<file path="src/rtl/id_ex_stage.sv">
// id_ex_stage: ID/EX pipeline register with load-use / jump-register stall and branch flush control
module id_ex_stage (
  input  logic        clk,
  input  logic        reset,
  input  logic [5:0]  id_opcode,
  input  logic [1:0]  id_PCSrc,
  input  logic [1:0]  id_RegDst,
  input  logic [1:0]  id_MemtoReg,
  input  logic        id_RegWrite,
  input  logic        id_MemRead,
  input  logic        id_MemWrite,
  input  logic        id_ALUSrc1,
  input  logic        id_ALUSrc2,
  input  logic        id_ExtOp,
  input  logic        id_LuOp,
  input  logic [3:0]  id_ALUOp,
  input  logic [2:0]  id_Branch_Type,
  input  logic [4:0]  id_rs,
  input  logic [4:0]  id_rt,
  input  logic [4:0]  id_rd,
  input  logic [4:0]  id_shamt,
  input  logic [5:0]  id_funct,
  input  logic [31:0] id_rs_data,
  input  logic [31:0] id_rt_data,
  input  logic [31:0] id_imm_ext,
  input  logic [31:0] id_pc_plus4,
  input  logic        mem_MemRead,
  input  logic [4:0]  mem_dst,
  input  logic        ex_branch_taken,
  output logic        pc_write,
  output logic        ifid_write,
  output logic        ifid_flush,
  output logic [1:0]  ex_PCSrc,
  output logic [1:0]  ex_RegDst,
  output logic [1:0]  ex_MemtoReg,
  output logic        ex_RegWrite,
  output logic        ex_MemRead,
  output logic        ex_MemWrite,
  output logic        ex_ALUSrc1,
  output logic        ex_ALUSrc2,
  output logic        ex_ExtOp,
  output logic        ex_LuOp,
  output logic [3:0]  ex_ALUOp,
  output logic [2:0]  ex_Branch_Type,
  output logic [4:0]  ex_rs,
  output logic [4:0]  ex_rt,
  output logic [4:0]  ex_rd,
  output logic [4:0]  ex_shamt,
  output logic [5:0]  ex_funct,
  output logic [31:0] ex_rs_data,
  output logic [31:0] ex_rt_data,
  output logic [31:0] ex_imm_ext,
  output logic [31:0] ex_pc_plus4,
  output logic [4:0]  ex_dst,
  output logic        ex_is_branch,
  output logic [31:0] stall_count
);
  logic       rt_used, load_use, jr_hazard, stall, bubble, is_branch;
  logic [4:0] dst;
  always_comb begin
    rt_used   = id_opcode inside {6'h00, 6'h04, 6'h05, 6'h2b};
    load_use  = ex_MemRead && ex_dst != 5'd0 &&
                (ex_dst == id_rs || (rt_used && ex_dst == id_rt));
    // jr/jalr read rs in ID, so a pending write in EX or a load in MEM must drain first
    jr_hazard = id_opcode == 6'h00 && id_PCSrc == 2'b11 &&
                ((ex_RegWrite && ex_dst != 5'd0 && ex_dst == id_rs) ||
                 (mem_MemRead && mem_dst != 5'd0 && mem_dst == id_rs));
    stall      = load_use || jr_hazard;
    pc_write   = ex_branch_taken || !stall;
    ifid_write = ex_branch_taken || !stall;
    ifid_flush = ex_branch_taken;
    bubble     = reset || ex_branch_taken || stall;
    dst        = id_RegDst == 2'b01 ? id_rd : id_RegDst == 2'b11 ? 5'd31 : id_rt;
    is_branch  = id_opcode inside {6'h01, 6'h04, 6'h05, 6'h06, 6'h07};
  end
  always_ff @(posedge clk) begin
    {ex_PCSrc, ex_RegDst, ex_MemtoReg, ex_RegWrite, ex_MemRead, ex_MemWrite,
     ex_ALUSrc1, ex_ALUSrc2, ex_ExtOp, ex_LuOp, ex_ALUOp, ex_Branch_Type,
     ex_rs, ex_rt, ex_rd, ex_shamt, ex_funct, ex_rs_data, ex_rt_data,
     ex_imm_ext, ex_pc_plus4, ex_dst, ex_is_branch} <= bubble ? '0 :
    {id_PCSrc, id_RegDst, id_MemtoReg, id_RegWrite, id_MemRead, id_MemWrite,
     id_ALUSrc1, id_ALUSrc2, id_ExtOp, id_LuOp, id_ALUOp, id_Branch_Type,
     id_rs, id_rt, id_rd, id_shamt, id_funct, id_rs_data, id_rt_data,
     id_imm_ext, id_pc_plus4, dst, is_branch};
    if (reset)
      stall_count <= '0;
    else if (stall && !ex_branch_taken && !(&stall_count))
      stall_count <= stall_count + 32'd1;
  end
endmodule

</file>
<file path="config.mk">
export PLATFORM = sky130hd
export DESIGN_NAME = id_ex_stage
export DESIGN_NICKNAME = d
export VERILOG_FILES = /design/src/rtl/id_ex_stage.sv
export SDC_FILE = /design/constraint.sdc
export NUM_CORES = 1
export LEC_CHECK = 0
export BUFFER_PORTS_ARGS = -buffer_cell sky130_fd_sc_hd__buf_2
export CAP_MARGIN = 20
export CORE_AREA = 5 5 152 154
export CTS_BUF_LIST = sky130_fd_sc_hd__clkbuf_2 sky130_fd_sc_hd__clkbuf_4 sky130_fd_sc_hd__clkbuf_8
export DETAILED_ROUTE_END_ITERATION = 10
export DIE_AREA = 0 0 157 159
export GPL_TIMING_DRIVEN = 1
export PLACE_DENSITY_LB_ADDON = 0.08
export SLEW_MARGIN = 30
export SYNTH_ARGS = -nofsm -noshare
export SYNTH_HDL_FRONTEND = slang
export SYNTH_SLANG_ARGS = --single-unit
</file>
<file path="constraint.sdc">
create_clock -name clk -period 2.1 [get_ports clk]
set_clock_uncertainty 0.1 [all_clocks]
set_input_delay 0.105 -clock clk [delete_from_list [all_inputs] [get_ports clk]]
set_output_delay 0.105 -clock clk [all_outputs]
set_load 0.02 [all_outputs]
</file>
* Word-level counts from Yosys, hierarchy flattened
Index checks and enable logic that the tools add are counted.
** Word-level totals
- Register bits :: 212
- Bits in latches :: 0
- RAM bits :: 0
- ROM bits :: 0
- Input port bits :: 189
- Output and inout bits :: 215
- Logic and storage cells :: 65
- Memories :: 0
** Cells by class
- Add/subtract/negate cells :: 1
- Multiply operators :: 0
- Div/mod/pow operators :: 0
- Magnitude comparators :: 0
- Equality and inequality tests :: 12
- Shift operators :: 0
- Mux-type cells :: 2
- Bitwise gates (word level) :: 0
- Reductions and logical operators :: 26
** Operators with widths (count)
- 32-bit by 1-bit adder with 32-bit output, second input constant :: 1
- 32-bit AND reduction :: 1
- 6-bit by 3-bit equality test with 1-bit output, second input constant :: 4
- 5-bit equality test :: 3
- 5-bit nonzero test :: 3
- 1-bit logical AND :: 11
- 5-bit two-way mux :: 2
- 6-bit by 1-bit equality test with 1-bit output, second input constant :: 1
- 6-bit equality test, second input constant :: 1
- 6-bit logical NOT :: 1
- 1-bit logical OR :: 6
- 2-bit equality test, second input constant :: 2
- 4-bit nonzero test :: 1
- 1-bit logical NOT :: 3
- 2-bit by 1-bit equality test with 1-bit output, second input constant :: 1

* Longest topological paths before layout
- Depth in word-level cells :: 8
- Gate-level depth with buffers :: 8
- Gate-level depth less buffers :: 7

* Worst setup path before layout
OpenSTA, ideal clock, no wires.
- Path type :: register to register
- From :: register stall_count[16]
- To :: register stall_count[27]
- Setup time :: 70 ps
- Data arrival time :: 2152 ps
- Required time :: 1930 ps
- Setup slack :: -222 ps
- Cell stages (with the launch flop) :: 7
- Buffers on the path :: 0
- Period minus slack after synthesis :: 2322 ps
- Cell sequence :: dfxtp_1 -> nand3_1 -> nor4_4 -> nand2_2 -> or4_1 -> or4_1 -> a21oi_1
** Between the ends
- Longest elaborated chain between the ends :: 3
- Elaborated cells on any way between the ends :: 4
- Those cells by class :: add/sub (1); reduce/logical (3)
** RTL lines
- start: declaration :: RTL line 56 : output logic [31:0] stall_count
- start signal: assignment :: RTL line 88 : stall_count <= stall_count + 32'd1;
- parallel branches: the longest is 3 deep, another holds 32-bit by 1-bit adder with 32-bit output
Several ways; the timed one is not identified.
A chain may end at the register's enable or synchronous reset.

* Worst setup path after layout
- From :: register ex_dst[1]
- To :: register stall_count[28]
** Between the ends
- Longest elaborated chain between the ends :: 8
- Elaborated cells on any way between the ends :: 14
- Those cells by class :: eq/ne (2); reduce/logical (12)
** RTL lines
- start: declaration :: RTL line 54 : output logic [4:0] ex_dst,
- 5-bit nonzero test :: RTL line 62, 66
- 1-bit logical AND (2 in series) :: RTL line 66 : ((ex_RegWrite && ex_dst != 5'd0 && ex_dst == id_rs) ||
- 1-bit logical OR :: RTL line 66
- 1-bit logical AND :: RTL line 65 : jr_hazard = id_opcode == 6'h00 && id_PCSrc == 2'b11 &&
- 1-bit logical OR (*) :: RTL line 68 : stall = load_use || jr_hazard;
- 1-bit logical AND (*) (2 in series) :: RTL line 87 : else if (stall && !ex_branch_taken && !(&stall_count))
Every way passes the cells marked *; elsewhere a longest branch is shown, timed or not.

==> summary.md <==
| Metric | Value |
|---|---|
| Crit. path cell count | 9 |
| Largest net degree at the start of global routing | between 80 and 90 |
| Fillers | 1751 |
| Worst hold slack | 0.2067 ns |
| Worst-Skew Late Latency | 0.51 ns |
| Worst r2r src | ex_dst[1] |
| Critical path, cell by cell | buf_4 -> xnor2_2 -> nand4_1 -> nor4_4 -> nor3_4 -> buf_12 -> clkbuf_16 -> nor4_2 -> mux2_2 |
| Design Area, Final | 13700 µm² |
| Starting density of the core | 0.3289 |
| Number of H-tree levels | 2 |
| # setup viols final | 214 |
| Worst-path fanout max | 7 |
| Worst path top cell family by delay | simple AND/OR/NAND/NOR gates |
| RSZ-0062 raised after global routing | yes |
| Cells after Synth | 679 |
| Distinct cells, synth | 44 |
| Failing checks | setup timing |
| Area of the multi-input gates | 3075 µm² |
| Placed insts | 1395 |
| Die X | 157 µm |
| Sequential area share after synthesis | 0.5988 |
| Synthesis warning total | 0 |
| All-layer global routing usage | 0.2188 |
| Vias per inst | between 4 and 5 |
| Die Y | approximately 160 µm |
| DR WL/cell | 19.11 µm |
| Fraction of registers with async set/reset | 0 |
| Remaining antenna violation count | 0 |
| Worst Setup EP | stall_count[28] |
| Worst VDD drop | slightly above 500 µV |
| Slowest Stage Delay on Critical Path | between 0.3 and 0.4 ns |
| Power Total | 8945 µW |
| Class of the most critical setup path | flop to flop |
| CTS buffer count | 37 |
| Worst path buffer plus inverter count | 3 |
| CP Data Required Time | 2.39 ns |
| Mean post-synth cell area | about 10 µm² |
| Max frequency | 0.4138 GHz |
| Die area | 24960 µm² |
| PD cells | roughly 650 nW/µm² |
| Final worst slack | -0.3165 ns |
| Congestion Overflow GR | 0 |
| Post-Syn Area | 7088 µm² |
| Flops & latches, synth | between 200 and 250 |
| # clock sinks | 212 |
| Share of layout cells above drive strength 1 | 0.4950 |
| CTS tree | built |
| CP Capture Type | flop |
| Clk buf depth | 3 |
| Post-synth top flop | dfxtp_1 |
| Commonest non-fill, non-tap cell in the layout | buf_2 |
| Reg-to-reg endpoint | stall_count[28] |
| Number of enable flip-flop cells after synthesis | 0 |
| DR iter-0 viols | 400 |
| Rows | between 50 and 60 |
| Final period util | 1.151 |
| WHS Path Cells | 3 |
| # IOs | around 400 |
| Fin cells | ~1700 |
| Worst Setup SP | ex_dst[1] |
| Critical Path Slowest Stage Cell | nor4_4 |
| Placer Congestion | 0.8292 |
| Nets | ~1600 |
| Initial antenna violation count | 4 |
| Vias in the first global route | approximately 8000 |
| Number of max-slew violations in the final report | 0 |
| Core box area | 21550 µm² |
| Count of buffers from port buffering | 403 |
| Clock period minus worst slack | 2.416 ns |
| Final-report hold violation count | 0 |
| CTS root buffer | clkbuf_8 |
| Leak | 0.007134 µW |
| Slew of the pin with the lowest slew margin | 0.5070 ns |
| Clock-pin slew on the worst setup and hold paths | 0.06 ns |
| Worst Reg-to-Reg Cells | 9 |
| Global-route wire length before repair | 43750 µm |
| Commonest non-fill, non-tap cells in the layout | buf_2 (401), dfxtp_1 (191), dlygate4sd3_1 (180) |
| Status | finished, violations left |
| Detailed placement HPWL | 19870 µm |
| Register-to-register setup slack | -0.32 ns |
| CP startpoint kind | flop |
| Placed cell area | 10010 µm² |
| Worst hold path class | input pin to flop |
| Remaining DRCs | 0 |
| Max-cap viol count | 0 |
| HP Start | ex_branch_taken |
| Register Area | 4275 µm² |
| First-pass DRT Iterations | 4 |
| Slew margin rel. | 0.6594 |
| Vias | between 7000 and 8000 |
| Area grow syn2layout | 93.31% |
| Arrival @ worst endpoint | 2.70 ns |
| Syn_nets | approximately 870 |
| Total routed wirelength | 31950 µm |
[tightest hold or removal path, stage by stage]
cell     delay (ns)
buf_2          0.38
o41ai_2        0.16
a21oi_2        0.12
[through the flow]
stage | setup TNS (ns) | setup slack (ns) | utilization
5_1_grt | -56.66 | -0.4045 | 0.6357
4_1_cts | -10.91 | -0.3343 | 0.5940
6_report | -39.07 | -0.3165 | 0.6357
2_1_floorplan | -1.041 | -0.1136 | -
3_5_place_dp | -15.50 | -0.3373 | 0.4644
3_3_place_gp | -13.39 | -0.2453 | 0.4644
[area by class of cell]
class | instances | share of cell area
multi-input cells | 408 | 0.2245
repair buffers | 708 | 0.3867
clock inverters | 2 | 0.001096
inverters | 4 | 0.001096
diodes | 4 | 0.0007305
flip-flops and latches | 212 | 0.3120
well taps | 280 | 0.02557
clock buffers | 54 | 0.04831
[repair_timing]
| action | CTS | global route |
|---|---|---|
| hold endpoints to repair | 187 | 0 |
| hold buffers | 180 | 0 |
| gates resized for setup | 53 | 64 |
| gates cloned | 1 | 25 |
| pin swaps | 4 | 11 |
| setup buffers | 5 | 8 |
| setup endpoints to repair | 130 | 214 |
[metal layers]
metal | routed length [µm] | global-route usage | up-vias
met5 | 0 | 0 | -
met1 | 12310 | 0.2472 | 3769
met2 | 16870 | 0.4042 | 283
met3 | 2043 | 0.04947 | 57
li1 | - | - | 3787
met4 | 735 | 0.06706 | 0
[synthesized netlist by cell type, drive strengths merged (3+ instances only)]
cell	instances	share of area
a21oi	10	0.0071
and3	178	0.16
buf	10	0.0078
clkbuf	45	0.024
dfxtp	212	0.60
inv	3	0.0016
mux2	18	0.029
nand2	21	0.011
nand3	18	0.013
nand4	11	0.012
nor2	33	0.017
nor2b	20	0.018
nor3	11	0.0092
nor3b	3	0.0032
nor4	18	0.018
o21ai	3	0.0021
o22ai	5	0.0044
o31ai	5	0.0053
o41ai	3	0.0037
or2	3	0.0026
or3	4	0.0035
or4	11	0.012
xnor2	14	0.017
[report_power, final]
part	leakage (µW)	total [µW]	switching [µW]	internal (µW)
combinational	0.00503	1150	553	601
clock	0.000355	3590	1600	1990
sequential	0.00175	4200	39.4	4160
[flip-flops by register name (all words and copies together), names as in the netlist, 2 cells and up]
name,count
ex_pc_plus4,32
stall_count,32
ex_rs_data,32
ex_rs,5
ex_rd,5
ex_ALUOp,4
ex_dst,5
ex_PCSrc,2
ex_rt_data,32
ex_MemtoReg,2
ex_RegDst,2
ex_imm_ext,32
ex_Branch_Type,3
ex_rt,5
ex_shamt,5
ex_funct,6
[cells by family (layout without fill, tap and decap cells)]
kind of cell             Yosys count  after routing  share of synthesized area
AND/OR/NAND/NOR                  339            339                     0.2846
flip-flops                       212            212                     0.5988
buffers and inverters             59            768                    0.03371
AO/OA/AOI/OAI                     34             34                    0.03248
multiplexers                      20             20                    0.03142
XOR/XNOR                          14             14                    0.01730
adder cells (fa/ha/maj)            1              1                   0.001765
other                              0              4                          0
[how the worst min path moves through the flow]
stage / endpoint / slack (ns)
after floorplan: ex_rs[4] / 0.14
after global placement: ex_shamt[2] / 0.23
after detailed placement: ex_pc_plus4[21] / 0.23
after CTS: stall_count[15] / 0.17
after global routing: stall_count[7] / 0.19
final: stall_count[7] / 0.21
(Power assumes the default switching activity.)
